==> config.mk <==
export PLATFORM = sky130hd
export DESIGN_NAME = pipe_stage_reg
export DESIGN_NICKNAME = d
export VERILOG_FILES = /design/src/rtl/pipe_stage_reg.sv
export SDC_FILE = /design/constraint.sdc
export NUM_CORES = 1
export LEC_CHECK = 0
export CORE_MARGIN = 1
export CORE_UTILIZATION = 49
export DETAILED_ROUTE_END_ITERATION = 10
export GPL_ROUTABILITY_DRIVEN = 0
export PLACE_DENSITY = 0.85
export SLEW_MARGIN = 15
export SYNTH_ARGS = -nofsm -noshare
export SYNTH_HDL_FRONTEND = slang
export SYNTH_SLANG_ARGS = --single-unit
==> constraint.sdc <==
create_clock -name clk_i -period 2.1 [get_ports clk_i]
set_input_delay 0.42 -clock clk_i [delete_from_list [all_inputs] [get_ports clk_i]]
set_output_delay 0.42 -clock clk_i [all_outputs]
set_load 0.05 [all_outputs]
==> src/rtl/pipe_stage_reg.sv <==
// ---------------------------------------------------------------------------
// pipe_stage_reg
// Pipeline-boundary register carrying a control bundle and a data bundle
// across a valid/ready handshake, with flush and bubble masking of control.
// SKID=1 adds a second entry so ready_o comes straight from a flop.
//
// Ports
//   clk_i    : clock, rising edge
//   rst_i    : synchronous active-high reset
//   valid_i  : upstream beat valid
//   ready_o  : stage can accept a beat
//   ctrl_i   : upstream control bundle
//   data_i   : upstream data bundle
//   flush_i  : kill all held and incoming beats this cycle
//   valid_o  : downstream beat valid
//   ready_i  : downstream accepts
//   ctrl_o   : control to next stage (CTRL_RST while no beat is valid)
//   data_o   : data to next stage (held, never cleared by flush or bubble)
//   occ_o    : number of entries held (0..2, max 1 when SKID=0)
// ---------------------------------------------------------------------------
module pipe_stage_reg #(
    parameter int unsigned        CTRL_W   = 8,
    parameter int unsigned        DATA_W   = 111,
    parameter int unsigned        SKID     = 1,
    parameter logic [CTRL_W-1:0]  CTRL_RST = '0
) (
    input  logic              clk_i,
    input  logic              rst_i,
    input  logic              valid_i,
    output logic              ready_o,
    input  logic [CTRL_W-1:0] ctrl_i,
    input  logic [DATA_W-1:0] data_i,
    input  logic              flush_i,
    output logic              valid_o,
    input  logic              ready_i,
    output logic [CTRL_W-1:0] ctrl_o,
    output logic [DATA_W-1:0] data_o,
    output logic [1:0]        occ_o
);

    // Occupancy doubles as the FSM state.
    typedef enum logic [1:0] {
        OCC_EMPTY = 2'd0,
        OCC_ONE   = 2'd1,
        OCC_TWO   = 2'd2
    } occ_e;

    occ_e              occ_q,    occ_d;
    logic [CTRL_W-1:0] m_ctrl_q, m_ctrl_d;
    logic [DATA_W-1:0] m_data_q, m_data_d;
    logic [CTRL_W-1:0] s_ctrl_q, s_ctrl_d;
    logic [DATA_W-1:0] s_data_q, s_data_d;
    logic              ready_q,  ready_d;
    logic              in_fire;
    logic              out_fire;

    assign valid_o = (occ_q != OCC_EMPTY);
    // Skid variant: ready is a flop; single entry: classic pass-through ready.
    assign ready_o = (SKID != 0) ? ready_q : (!valid_o || ready_i);
    assign in_fire  = valid_i && ready_o;
    assign out_fire = valid_o && ready_i;

    // Bubbles always present CTRL_RST so no write enable leaks downstream.
    assign ctrl_o = valid_o ? m_ctrl_q : CTRL_RST;
    assign data_o = m_data_q;
    assign occ_o  = occ_q;

    // Next-state: occupancy transitions and entry loads.
    always_comb begin
        occ_d    = occ_q;
        m_ctrl_d = m_ctrl_q;
        m_data_d = m_data_q;
        s_ctrl_d = s_ctrl_q;
        s_data_d = s_data_q;

        if (flush_i) begin
            // Data is left in place; only occupancy is dropped.
            occ_d = OCC_EMPTY;
        end else begin
            case (occ_q)
                OCC_EMPTY: begin
                    if (in_fire) begin
                        m_ctrl_d = ctrl_i;
                        m_data_d = data_i;
                        occ_d    = OCC_ONE;
                    end
                end
                OCC_ONE: begin
                    if (in_fire && out_fire) begin
                        m_ctrl_d = ctrl_i;
                        m_data_d = data_i;
                    end else if (in_fire) begin
                        // Only reachable with SKID=1: park the beat behind M.
                        s_ctrl_d = ctrl_i;
                        s_data_d = data_i;
                        occ_d    = OCC_TWO;
                    end else if (out_fire) begin
                        occ_d = OCC_EMPTY;
                    end
                end
                OCC_TWO: begin
                    if (out_fire) begin
                        m_ctrl_d = s_ctrl_q;
                        m_data_d = s_data_q;
                        occ_d    = OCC_ONE;
                    end
                end
                default: occ_d = OCC_EMPTY;
            endcase
        end

        ready_d = (occ_d != OCC_TWO);
    end

    // State registers with synchronous reset.
    always_ff @(posedge clk_i) begin
        if (rst_i) begin
            occ_q    <= OCC_EMPTY;
            ready_q  <= 1'b1;
            m_ctrl_q <= CTRL_RST;
            m_data_q <= '0;
            s_ctrl_q <= CTRL_RST;
            s_data_q <= '0;
        end else begin
            occ_q    <= occ_d;
            ready_q  <= ready_d;
            m_ctrl_q <= m_ctrl_d;
            m_data_q <= m_data_d;
            s_ctrl_q <= s_ctrl_d;
            s_data_q <= s_data_d;
        end
    end

endmodule

# After elaboration in Yosys (flattened, before gate mapping)
# Cells that the tools add are included.
[classes]
n_addsub = 0
multipliers = 0
div_mod_pow = 0
order_cmp = 0
eq_ne = 6
shifts = 0
n_mux = 16
bitwise = 2
reduce_logical = 8
[op_table]
columns = ["cell", "count"]
rows = [
  ["111-bit two-way mux", 3],
  ["111-bit one-hot mux with 3 select lines", 1],
  ["8-bit two-way mux", 4],
  ["8-bit one-hot mux with 3 select lines", 1],
  ["2-bit two-way mux", 6],
  ["2-bit != test, second input constant", 4],
  ["2-bit one-hot mux with 3 select lines", 1],
  ["5-bit AND reduction", 1],
  ["4-bit AND reduction", 1],
  ["1-bit logical AND", 3],
  ["3-bit nonzero test", 1],
  ["2-bit by 1-bit == test with 1-bit output, second input constant", 1],
  ["2-bit == test, second input constant", 1],
  ["2-bit logical NOT", 1],
  ["1-bit inverter", 2],
  ["2-bit nonzero test", 1],
]
[word_totals]
regBits = 241
latch_bits = 0
ram_bits = 0
mem_bits_ro = 0
inputBits = 124
out_inout_bits = 123
word_cells = 38
mem_count = 0

# Logic depth before layout (Yosys ltp)
# Gate-level depths: netlist of run 1.
[logic_depth]
word_depth = 8
depth_mapped = 6
ltp_nobuf = 4

# Worst setup path before layout of run 1
# Ideal clock, no wire load.
[synth_timing]
path_type = "register -> output"
from = "register occ_q[1], in the netlist occ_o[1]"
to = "output port ctrl_o[0]"
t_arrival_ns = 1.729
t_required_ns = 1.680
path_slack_ns = -0.049
path_stages_with_launch = 3
n_path_buf = 0
path_cell_list = "dfxtp_1 > nor2_1 > nor2b_1"
[synth_via]
elab_chain_len = 2
[synth_lines]
columns = ["item", "line", "text"]
rows = [
  ["start: declaration", "48", "occ_e occ_q, occ_d;"],
  ["start signal: assignment", "118", "occ_q <= OCC_EMPTY;"],
  ["start signal: assignment", "125", "occ_q <= occ_d;"],
  ["2-bit nonzero test", "57", "assign valid_o = (occ_q != OCC_EMPTY);"],
  ["8-bit two-way mux", "64", "assign ctrl_o = valid_o ? m_ctrl_q : CTRL_RST;"],
  ["end: declaration", "36", "output logic [CTRL_W-1:0] ctrl_o,"],
]
# Every way passes these cells.

# Worst setup path in the final report of run 1
[layout_timing]
from = "register m_data_q[84], in the netlist data_o[84]"
to = "output port data_o[84]"
[layout_rtl]
columns = ["item", "line", "text"]
rows = [
  ["start: declaration", "50", "logic [DATA_W-1:0] m_data_q, m_data_d;"],
  ["start signal: assignment", "128", "m_data_q <= m_data_d;"],
  ["end: declaration", "37", "output logic [DATA_W-1:0] data_o,"],
]
# No word-level cell between the ends.

==> impl_results.md, run 1 <==
* Final setup vio count at 0
* GRT Overall Usage at 0.245
* Die Span X at 141 um
* Vias in the first global route at about 8000
* Layout cells sized above 1 at 0.0774
* RSZ-0062 raised after global routing: false
* Leakage Power at between 6 and 7 nW
* First drt pass iteration count at 4
* Post-Synth XOR/XNOR Area at 0
* DRC violations left at 0
* Complex-gate fraction of the synthesized area at 0.162
* Post-Syn Area at between 9000 and 10000 um^2
* Drt via density at 5.35
* CP max-delay cell: clkdlybuf4s50_1
* Site row count at 50
* VDD IR max at about 0.00069 V
* Final hold vios at 0
* Setup TNS at 0 ps
* Synth cell types at 21
* Achievable frequency at ~0.5 GHz
* Most common cell in the synthesized netlist: dfxtp_1
* Crit path buffers/inverters at 1
* Effective utilization at floorplan at 0.501
* Antenna violations before repair at 2
* Critical path class: reg -> out
* Area contributors post-synth: dfxtp_1 51%, mux2i_1 13%, nand2_1 9.5%
* Net Count, Synth at 1197
* Drt initial violations at 418
* Final wirelength at 24.8 mm
* Mux share of post-synthesis cell area at 0.128
* I/O Pins at roughly 250
* TritonCTS clock tree: done
* Area grow syn2layout at 40.1%
* H-tree Lvls at 1
* Layout Skew at around 9.6 ps
* Yosys warns at 0
* Yosys reg bits at about 240
* Skew-Pair Late Insertion Delay at approximately 510 ps
* Via count at between 8000 and 9000
* Die area at 19800 um^2
* Post-layout min period at 2060 ps
* Global route overflow at 0
* Pwr dens at around 830 nW/um^2
* Worst Setup End Kind: output pin
* Final period util at 0.980
* Post-DRT Antenna Nets at 0
* Worst-Margin Slew at approximately 580 ps
* Port bufs at 246
* Pins over their slew limit at 0
* Worst setup SP type: register
* CTS Root Cell: clkbuf_16
* Synth top cells by count: 241 x dfxtp_1, 239 x nand2_1, 120 x a21oi_1, 120 x mux2i_1, 120 x nor2_1
* Hold Path Class: in -> reg
* EDFF count, synth at 0
* Reg2reg setup slack at around 200 ps
* First-pass GRT wire length at 39.4 mm
* Async SR Flop Fraction at 0
* Mean Syn Cell Area at 8.77 um^2
* CTS buffer count at 26
* Post-synthesis sequential area ratio at 0.513
* Synth Area in Simple Gates at 0.155
* CTS sink count at around 240
* Largest family of logic cells by synthesized area: compound AO/OA/AOI/OAI gates
* Hold buffer count at CTS at 0
* Largest stage delay on the critical path at 800 ps
* Clock-pin slew on the worst setup and hold paths at 60 ps
* Synth Flop Type: dfxtp_1
* Core region area at approximately 19000 um^2
* Worst rel slew slack at 0.618
* Max_cap viols at 0
* Clock Tree Buf Depth at 3
* Area share of fa/ha/maj cells after synthesis at 0
* Largest delay share family, worst path: buffers and inverters
* Largest net degree at the start of global routing at 66
* Area leader, netlist: dfxtp_1
* Wire per inst at about 16 um
* Post-DP HPWL at approximately 17 mm
* Crit path max fanout at 2
* Critical Path RT at ~1700 ps
* Outcome: complete, no violations
* Post-Syn Instances at 1073
* Layout Nets at 1422
* Chip height at between 100 and 150 um
* Hold slack at between 300 and 400 ps
* Synth top area share at 0.513
* Arr. time, crit path at approximately 1600 ps
* CP Cell Sequence: clkdlybuf4s50_1
where the power goes:
| part | leakage (nW) | switching, mW | internal (mW) |
|---|---|---|---|
| Sequential | 1.97 | 0.106 | 4.76 |
| Clock | 0.414 | 1.80 | 2.56 |
| Combinational | 3.95 | 1.05 | 0.641 |
final timing paths:
path / endpoint / startpoint / cells past startpoint
worst max-delay path: data_o[84] / data_o[84] / 1
worst min register to register: s_data_q[17] / s_data_q[17] / 2
worst min-delay path: s_data_q[97] / rst_i / 2
worst max register to register: s_data_q[37] / occ_o[0] / 6
flip-flops by register name, summed over array words and instances, names as in the netlist:
| name | cells |
|---|---|
| s_ctrl_q | 8 |
| data_o | 111 |
| m_ctrl_q | 8 |
| occ_o | 2 |
| s_data_q | 111 |
| ready_o | 1 |
routing by layer:
layer | share of wire | vias up | GRT usage
li1 | - | 4141 | -
met1 | 0.40 | 3871 | 0.284
met2 | 0.50 | 232 | 0.435
met3 | 0.050 | 75 | 0.0438
met4 | 0.050 | 0 | 0.124
met5 | 0 | - | 0
logic make-up (layout without fill, tap and decap cells):
family / Yosys count / count (layout)
mux: 120 / 120
flops: 241 / 241
simple gates: 375 / 375
compound gates: 242 / 242
other cells: 0 / 2
buf+inv: 95 / 340
final cells by class:
| type | count | area, um^2 |
|---|---|---|
| well taps | 234 | 293 |
| flip-flops and latches | 241 | 4830 |
| fillers | 1453 | 5590 |
| clock inverters | 9 | 47.5 |
| repair buffers | 290 | 3010 |
| clock buffers | 39 | 781 |
| diodes | 2 | 5.00 |
| inverters | 2 | 7.51 |
| multi-input cells | 737 | 4220 |
metrics by stage:
step           power [mW]  utilization  cells  area, um^2  setup slack (ps)
5_1_grt              11.3        0.702   1554       13200             0.878
3_3_place_gp         6.70        0.657   1504       12300              4.42
2_1_floorplan        5.96            -   1073        9410             -49.0
4_1_cts              11.0        0.697   1552       13100             0.348
6_report             10.9        0.702   1554       13200              41.9
3_5_place_dp         6.73        0.657   1504       12300              -126
repair_timing:
action	CTS	global route
endpoints found under the setup margin	77	45
resized for setup	70	40
buffers inserted	0	0
endpoints found under the hold margin	0	0
placed cells by master, fill, tap and decap left out:
master,count
dfxtp_1,240
nand2_1,239
clkdlybuf4s50_1,128
mux2i_1,120
a21oi_1,120
nor2_1,119
a211oi_1,119
dlygate4sd2_1,68
dlymetal6s2s_1,39
buf_4,36
clkbuf_16,27
buf_12,18
nor2b_1,9
clkinv_2,8
clkbuf_1,6
clkbuf_8,6
diode_2,2
inv_1,2
nor2_4,1
nand4bb_1,1
o41ai_4,1
nand2b_4,1
and3b_1,1
and3b_4,1
nand3b_1,1
a21boi_1,1
or4_1,1
o22a_1,1
nor3_1,1
clkinvlp_4,1
buf_6,1
dfxtp_2,1
(Power assumes the default switching activity.)
==> run 2: changes to the inputs <==
--- a/config.mk
+++ b/config.mk
@@ -10,6 +10,8 @@
 export DETAILED_ROUTE_END_ITERATION = 10
 export GPL_ROUTABILITY_DRIVEN = 0
 export PLACE_DENSITY = 0.85
+export RECOVER_POWER = 100
+export SETUP_SLACK_MARGIN = 0.3
 export SLEW_MARGIN = 15
 export SYNTH_ARGS = -nofsm -noshare
 export SYNTH_HDL_FRONTEND = slang
==> impl_results.md, run 2 (synthesis results as in run 1) <==
* Critical Path RT at 2500 ps
* Largest net degree at the start of global routing at 120
* Post-DRT Antenna Nets at 0
* Final period util at 0.935
* Global route overflow at 0
* Effective utilization at floorplan at 0.501
* Drt via density at ~5.5
* Final setup vio count at 0
* Hold Path Class: in -> reg
* Core region area at approximately 19000 um^2
* Layout cells sized above 1 at 0.102
* Pwr dens at between 800 and 900 nW/um^2
* Setup TNS at 0 ps
* Worst setup SP type: register
* Leakage Power at 5.37 nW
* CP max-delay cell: o41ai_1
* Die Span X at 141 um
* Layout Nets at 1427
* Worst hold stages at 2
* Reg2reg setup slack at 140 ps
* H-tree Lvls at 1
* R2R cell count at 7
* Layout Skew at about 8 ps
* First drt pass iteration count at 5
* Via count at ~8600
* Comb power frac at 0.157
* Layout Utilization at 0.694
* CTS buffer count at 26
* First-pass GRT wire length at ~40 mm
* Antenna violations before repair at 4
* Worst-Margin Slew at 742 ps
* Placed Instance Area at 12200 um^2
* Post-DP HPWL at ~15 mm
* Site row count at 50
* Total Power at ~11 mW
* Worst Setup End Kind: register
* Clock share of power at 0.406
* CP Cell Sequence: nor2b_2 > o41ai_1 > buf_6 > buf_12 > buf_12 > nor2_1 > a211oi_1
* Post-layout min period at ~2000 ps
* CTS sink count at between 200 and 250
* Reg power frac at 0.437
* Largest stage delay on the critical path at 460 ps
* Worst rel slew slack at 0.507
* Max_cap viols at 0
* Post-route cell area at 13000 um^2
* Final wirelength at approximately 28 mm
* Clock-pin slew on the worst setup and hold paths at 60 ps
* Drt initial violations at between 400 and 500
* Port bufs at ~250
* NetSw at around 3.1 mW
* Area grow syn2layout at 38.4%
* Commonest cells after routing, fill and taps aside: 239 x nand2_1, 239 x dfxtp_1, 122 x clkdlybuf4s50_1
* Chip height at 141 um
* Vias in the first global route at 8009
* Internal power at 8.10 mW
* GRT Overall Usage at 0.252
* Die area at just under 20000 um^2
* Critical path class: reg -> reg
* Crit path max fanout at 13
* Most frequent cell on the critical path: buf_12
* I/O Pins at roughly 250
* Clock Tree Buf Depth at 3
* Achievable frequency at ~0.51 GHz
* Pins over their slew limit at 0
* FILL cells at approximately 1500
* Outcome: complete, no violations
* Sw frac at 0.274
* TritonCTS clock tree: done
* Skew-Pair Late Insertion Delay at roughly 510 ps
* RSZ-0062 raised after global routing: true
* Wire per inst at 17.9 um
* CTS Root Cell: clkbuf_16
* VDD IR max at between 0.0007 and 0.0008 V
* DRC violations left at 0
* Final hold vios at 0
* Arr. time, crit path at 2360 ps
[run 2: cell types whose count changed in the layout (fill, tap and decap cells not counted), moves of 6 or more]
cell / change
a211oi_1: -20
clkbuf_1: +94
buf_4: -25
nor2b_4: +7
nor2b_1: -9
clkdlybuf4s50_1: -6
clkbuf_16: +6
dlymetal6s2s_1: -39
clkdlybuf4s15_1: +19
a211oi_2: +20
dlygate4sd2_1: -68
buf_6: +17
[run 2: timing repair]
| action | 4_1_cts | 5_1_grt |
|---|---|---|
| resized for setup | 285 | 101 |
| hold buffers | 0 | 0 |
| pin swaps | 1 | 1 |
| gates cloned | 4 | 7 |
| buffers inserted | 5 | 4 |
| setup endpoints to repair | 176 | 236 |
[run 2: power groups by stage]
stage	Combinational, mW	Sequential [mW]	Clock [mW]
floorplan	0.483	5.49	0
global placement	1.72	4.96	0
detailed placement	1.75	4.97	0
CTS	1.76	4.87	4.58
global route	1.84	4.88	4.79
finish	1.75	4.87	4.53
[run 2: critical path: cells and delay by family, from the launching register on]
kind / cells / cell delay (ps)
compound gates: 2 / 750
buf+inv: 3 / 520
flops: 1 / 360
simple gates: 2 / 230
[run 2: per-stage QoR]
stage	cells	hold slack, ps	worst slack, ps
final	1558	275	136
after global routing	1558	285	63.1
after CTS	1544	254	254
after detailed placement	1489	446	-200
after global placement	1489	440	-123
after floorplan	1073	436	336
[run 2: path summary, 6_finish.rpt]
kind,startpoint,to
setup reg to reg,occ_o[0],data_o[10]
setup / recovery,occ_o[0],data_o[10]
hold reg to reg,s_data_q[79],s_data_q[79]
hold / removal,rst_i,s_data_q[107]
[run 2: cell type report]
type                            instances  area (um^2)  share of cell area
Inverter                                2         7.51            0.000576
Tap cell                              234          293              0.0225
Timing Repair Buffer                  295         2680               0.206
Clock buffer                           39          791              0.0607
Clock inverter                          7         66.3             0.00509
Multi-Input combinational cell        737         4350               0.334
Antenna cell                            3         7.51            0.000576
Sequential cell                       241         4830               0.371
[run 2: routing by layer]
layer / part of all wire / routed length (um) / GRT usage / vias up
met4: 0.042 / 1180 / 0.115 / 0
met2: 0.50 / 13900 / 0.444 / 310
met5: 0 / 0 / 0 / -
met1: 0.40 / 11100 / 0.301 / 4041
met3: 0.060 / 1690 / 0.0438 / 72
li1: - / - / - / 4139
==> run 3: changes to the inputs <==
--- a/config.mk
+++ b/config.mk
@@ -6,10 +6,11 @@
 export NUM_CORES = 1
 export LEC_CHECK = 0
 export CORE_MARGIN = 1
-export CORE_UTILIZATION = 49
+export CORE_UTILIZATION = 40
 export DETAILED_ROUTE_END_ITERATION = 10
 export GPL_ROUTABILITY_DRIVEN = 0
-export PLACE_DENSITY = 0.85
+export GPL_TIMING_DRIVEN = 0
+export PLACE_DENSITY = 0.73
 export RECOVER_POWER = 100
 export SETUP_SLACK_MARGIN = 0.3
 export SLEW_MARGIN = 15
==> impl_results.md, run 3 (synthesis results as in run 1) <==
* Commonest cells after routing, fill and taps aside: 239 x nand2_1, 238 x dfxtp_1, 152 x clkbuf_1
* Layout Skew at approximately 7.8 ps
* Post-DRT Antenna Nets at 0
* Site row count at 55
* Effective utilization at floorplan at 0.412
* First drt pass iteration count at 5
* VDD IR max at between 0.0005 and 0.0006 V
* Worst Setup End Kind: output pin
* Multi-input logic area at around 4300 um^2
* Final setup vio count at 0
* Max_cap viols at 0
* Pins over their slew limit at 0
* Worst reg2reg path endpoint: data_o[28]
* Critical path origin: occ_o[1]
* Hold Path Class: in -> reg
* Commonest non-fill, non-tap cell in the layout: nand2_1
* Drt via density at ~4.9
* Total Power at 11.0 mW
* Wire per inst at 15.9 um
* Layout cells sized above 1 at 0.0964
* Leakage Power at between 5 and 6 nW
* Internal power at ~8 mW
* Comb power frac at 0.149
* DRC violations left at 0
* Final wirelength at ~27 mm
* Drt initial violations at approximately 300
* Critical Path RT at approximately 1700 ps
* Hold buffer count at CTS at 0
* Layout Utilization at 0.556
* Core region area at between 20000 and 25000 um^2
* Die area at roughly 24000 um^2
* Reg power frac at 0.444
* Port bufs at 245
* Sw frac at 0.272
* Layout Nets at around 1500
* Vias in the first global route at roughly 7900
* Global route overflow at 0
* FF-to-FF Start: occ_o[0]
* CTS buffer count at 26
* Final period util at 0.907
* Crit path max fanout at 7
* RSZ-0062 raised after global routing: true
* FILL cells at between 2000 and 2500
* Reg2reg setup slack at 250 ps
* Worst setup SP type: register
* Chip height at approximately 160 um
* Achievable frequency at between 0.5 and 0.6 GHz
* Post-DP HPWL at 18.7 mm
* FF/Latch Area at between 4000 and 5000 um^2
* R2R cell count at 8
* GRT Overall Usage at 0.218
* Hold Path Origin: rst_i
* Critical path class: reg -> out
* TritonCTS clock tree: done
* Worst-Margin Slew at approximately 850 ps
* First-pass GRT wire length at between 40 and 50 mm
* Skew-Pair Late Insertion Delay at between 500 and 600 ps
* Clock share of power at 0.407
* Clock Tree Buf Depth at 3
* I/O Pins at 247
* Clock-pin slew on the worst setup and hold paths at 60 ps
* Antenna violations before repair at 1
* CTS Root Cell: clkbuf_16
* Final hold vios at 0
* Pwr dens at 863 nW/um^2
* Largest net degree at the start of global routing at 13
* Arr. time, crit path at 1480 ps
* NetSw at approximately 3 mW
* Die Span X at 155 um
* Post-layout min period at between 1500 and 2000 ps
* Outcome: complete, no violations
* CTS sink count at ~240
* Area grow syn2layout at 35.0%
* H-tree Lvls at 1
* Worst rel slew slack at 0.434
* CP Capture Point: ctrl_o[4]
* Via count at approximately 8300
==> run 3: changes by cell type in the layout (fill, tap and decap cells not counted), sizes merged <==
cell           previous run  this run
clkinvlp                  1         0
clkdlybuf4s15            19         0
clkbuf                  141       223
clkdlybuf4s25             0         1
buf                      52        41
diode                     3         1
clkinv                    5         2
==> run 3: metal layers <==
layer  part of all wire  up-vias  track usage
met5                  0        -            0
met4              0.024        0       0.0682
met3              0.045       39       0.0304
met2               0.48      218        0.366
met1               0.45     3843        0.288
li1                   -     4228            -
==> run 3: area by class of cell <==
cell class,instances,area share
Clock inverter,3,0.00345
Clock buffer,43,0.0626
Buffer,93,0.0439
Tap cell,313,0.0308
Multi-Input combinational cell,737,0.336
Timing Repair Buffer,251,0.142
Sequential cell,241,0.380
Inverter,2,0.000788
Antenna cell,1,0.000197
==> run 3: critical path: stages, from the launching register on <==
cell and delay [ps]:
dfxtp_4 390, nor2_4 50, buf_12 140, nor2b_4 110, clkbuf_2 280
==> run 3: worst min-delay path by stage <==
| stage | to | slack (ps) | cells past startpoint |
|---|---|---|---|
| final | ready_o | 370 | 2 |
| after global placement | s_data_q[4] | 440 | 2 |
| after floorplan | s_ctrl_q[0] | 440 | 2 |
| after CTS | ready_o | 340 | 2 |
| after global routing | ready_o | 430 | 2 |
| after detailed placement | s_ctrl_q[0] | 450 | 2 |
==> run 3: power groups by stage <==
| stage | clock network, mW | logic (mW) | registers, mW |
|---|---|---|---|
| 2_1_floorplan | 0 | 0.483 | 5.49 |
| 3_3_place_gp | 0 | 1.75 | 4.96 |
| 3_5_place_dp | 0 | 1.76 | 4.97 |
| 4_1_cts | 4.58 | 1.74 | 4.87 |
| 5_1_grt | 4.77 | 1.74 | 4.89 |
| 6_report | 4.46 | 1.64 | 4.86 |
==> run 3: metrics by stage <==
step | cells | TNS, ps | hold WS [ps] | setup slack [ps] | cell area, um^2
6_report | 1684 | 0 | 368 | 195 | 12700
4_1_cts | 1681 | 0 | 342 | 210 | 13400
3_3_place_gp | 1631 | -84530 | 441 | -544 | 12300
3_5_place_dp | 1631 | -97960 | 446 | -586 | 12300
5_1_grt | 1684 | 0 | 425 | 119 | 12700
2_1_floorplan | 1073 | 0 | 436 | 336 | 9460
==> run 3: repair_timing <==
action / 4_1_cts / 5_1_grt
pin swaps: 2 / 0
cloned: 1 / 0
gates resized for setup: 411 / 123
setup buffers: 3 / 2
endpoints found under the setup margin: 351 / 275
==> variant, RTL diff (config.mk and constraints of run 1) <==
Make the reset (`rst_i`) asynchronous in one clocked block. Comments in the files are not updated.
--- a/src/rtl/pipe_stage_reg.sv
+++ b/src/rtl/pipe_stage_reg.sv
@@ -115,3 +115,3 @@
     // State registers with synchronous reset.
-    always_ff @(posedge clk_i) begin
+    always_ff @(posedge clk_i or posedge rst_i) begin
         if (rst_i) begin
Formal check against the unedited RTL: differs if rst_i is asserted again (counterexample within 4 cycles, from zero or initial values and one cycle with rst_i high); with rst_i held inactive, the same outputs for 4 cycles.
==> variant against run 1 <==
- sequential cell count unchanged
- highest routed layer unchanged
- critical endpoint is now valid_o
- design area rose by 3.8%
- utilization is 0.87 points lower
- setup slack better by 0.014 ns
- wire length rose by 1.8%
- area after synthesis rose by 6.0%
Power is not compared: it rests on default switching activity, and its combinational part moved more than twofold at a synthesized area within 25%.
==> variant: results <==
metrics = {
    "outcome": {
        "status": "finished, final reports clean",
    },
    "cts": {
        "root_buffer": "clkbuf_16",
        "h-tree-depth": 1,
        "cts_buffers": 25,
        "cts.clk_slew.worst_paths_ns": 0.06,
        "clk_path_buf_depth": 3,
        "clk_latency_ns": 0.52,
    },
    "place": {
        "dpl.hpwl_um": 16500,
        "dp.cells": 1411,
        "place_area_um2": 12900,
        "port-buffer-count": 246,
    },
    "yosys": {
        "syn-num-nets": 1050,
        "ys_warn_count": 0,
        "ys_seq_area_frac": 0.605,
        "ys.flop_type": "dfrtp_1",
        "synth.distinct_cells": 20,
        "avgSynthCellArea_um2": 10.8,
        "synthTopCellsByCount": "dfrtp_1, nand2_1, nor2_1",
        "synthArstFlopShare": 1.00,
        "synthTopCellsByArea": "dfrtp_1, mux2_2, nand2_1",
    },
    "grt": {
        "grt_pass1_wl_um": 38900,
        "grt_max_degree": 88,
        "antenna_found_initial": 1,
        "track_usage": 0.239,
    },
    "sta": {
        "fin_skew_ns": 0.0127,
        "worst_pin_slew_ns": 0.558,
        "setup_viol": 0,
    },
    "routing": {
        "drt_iter0_drc": 408,
        "via_per_inst": 5.35,
        "routed_wl_um": 25300,
        "drtPass1Iterations": 5,
        "wire_per_inst_um": 17.3,
    },
    "finish": {
        "drive_gt1_frac": 0.192,
        "nNetsFinal": 1298,
    },
    "worst_setup_path": {
        "arrival_ns": 1.62,
        "cp_max_fo": 9,
    },
    "worst_hold_path": {
        "hold_path.class": "in2async",
    },
    "pwr": {
        "max-vdd-ir-drop_mv": 0.807,
        "leakage_nw": 6.12,
    },
}
-- variant: cell count changes after synthesis, moves of 2 or more --
cell	delta
a21oi_1	-120
clkbuf_1	-30
dfxtp_1	-241
mux2_2	+119
dfrtp_1	+240
buf_1	-7
nor2_1	+2
and3b_1	-2
buf_2	-11
a211oi_1	-118
a31oi_1	+119
buf_4	+20
mux2i_1	-120
-- variant: where the power goes --
part           internal [mW]  leakage (nW)  switching (mW)
Clock                   2.77         0.433            1.81
Sequential              5.81          2.81           0.625
Combinational           1.55          2.87            2.65
-- variant: final timing paths --
kind / from / end / slack (ns) / depth (start not counted)
worst max register to register: ready_o / data_o[32] / 0.30 / 6
min in group clk_i: ctrl_i[7] / m_ctrl_q[7] / 0.49 / 3
worst min register to register: s_data_q[94] / s_data_q[94] / 0.50 / 1
max in group asynchronous: rst_i / s_data_q[20] / 1.23 / 3
worst max-delay path: occ_o[0] / valid_o / 0.06 / 4
worst min-delay path: rst_i / data_o[88] / 0.18 / 2
-- variant: logic make-up after synthesis --
kind of cell	after synthesis	synth area share
xor+xnor	1	0.000879
compound gates	123	0.0788
flops	241	0.605
buf+inv	67	0.0356
simple gates	375	0.145
mux	119	0.134
-- variant: area by class of cell --
cell class | instances | area [um^2]
Multi-Input combinational cell | 618 | 3630
Inverter | 2 | 11.3
Clock buffer | 34 | 719
Clock inverter | 12 | 146
Sequential cell | 241 | 6030
Fill cell | 1410 | 6040
Tap cell | 265 | 332
Antenna cell | 2 | 5.00
Timing Repair Buffer | 286 | 2800
-- variant: repair_timing --
item,4_1_cts,5_1_grt
endpoints found under the setup margin,113,8
gates cloned,0,0
gates resized for setup,106,8
setup buffers,1,0
-- variant: stage by stage --
step	hold WS, ns	setup WS, ns
final	0.183	0.0557
after global routing	0.183	0.00964
after CTS	0.160	0.000798
after detailed placement	0.492	-0.0677
after global placement	0.486	0.0212
after floorplan	0.479	-1.48
-- variant: critical path: stages, from the launching register on --
cell,delay (ns)
dfrtp_2,0.46
nor2_1,0.13
buf_4,0.22
inv_1,0.09
buf_4,0.20
-- variant: routing by layer --
| metal | wire, um | vias to the layer above | GRT usage |
|---|---|---|---|
| met2 | 12600 | 284 | 0.402 |
| met1 | 9830 | 3808 | 0.288 |
| met4 | 1260 | 0 | 0.124 |
| met3 | 1530 | 75 | 0.0510 |
| li1 | - | 3644 | - |
| met5 | 0 | - | 0 |
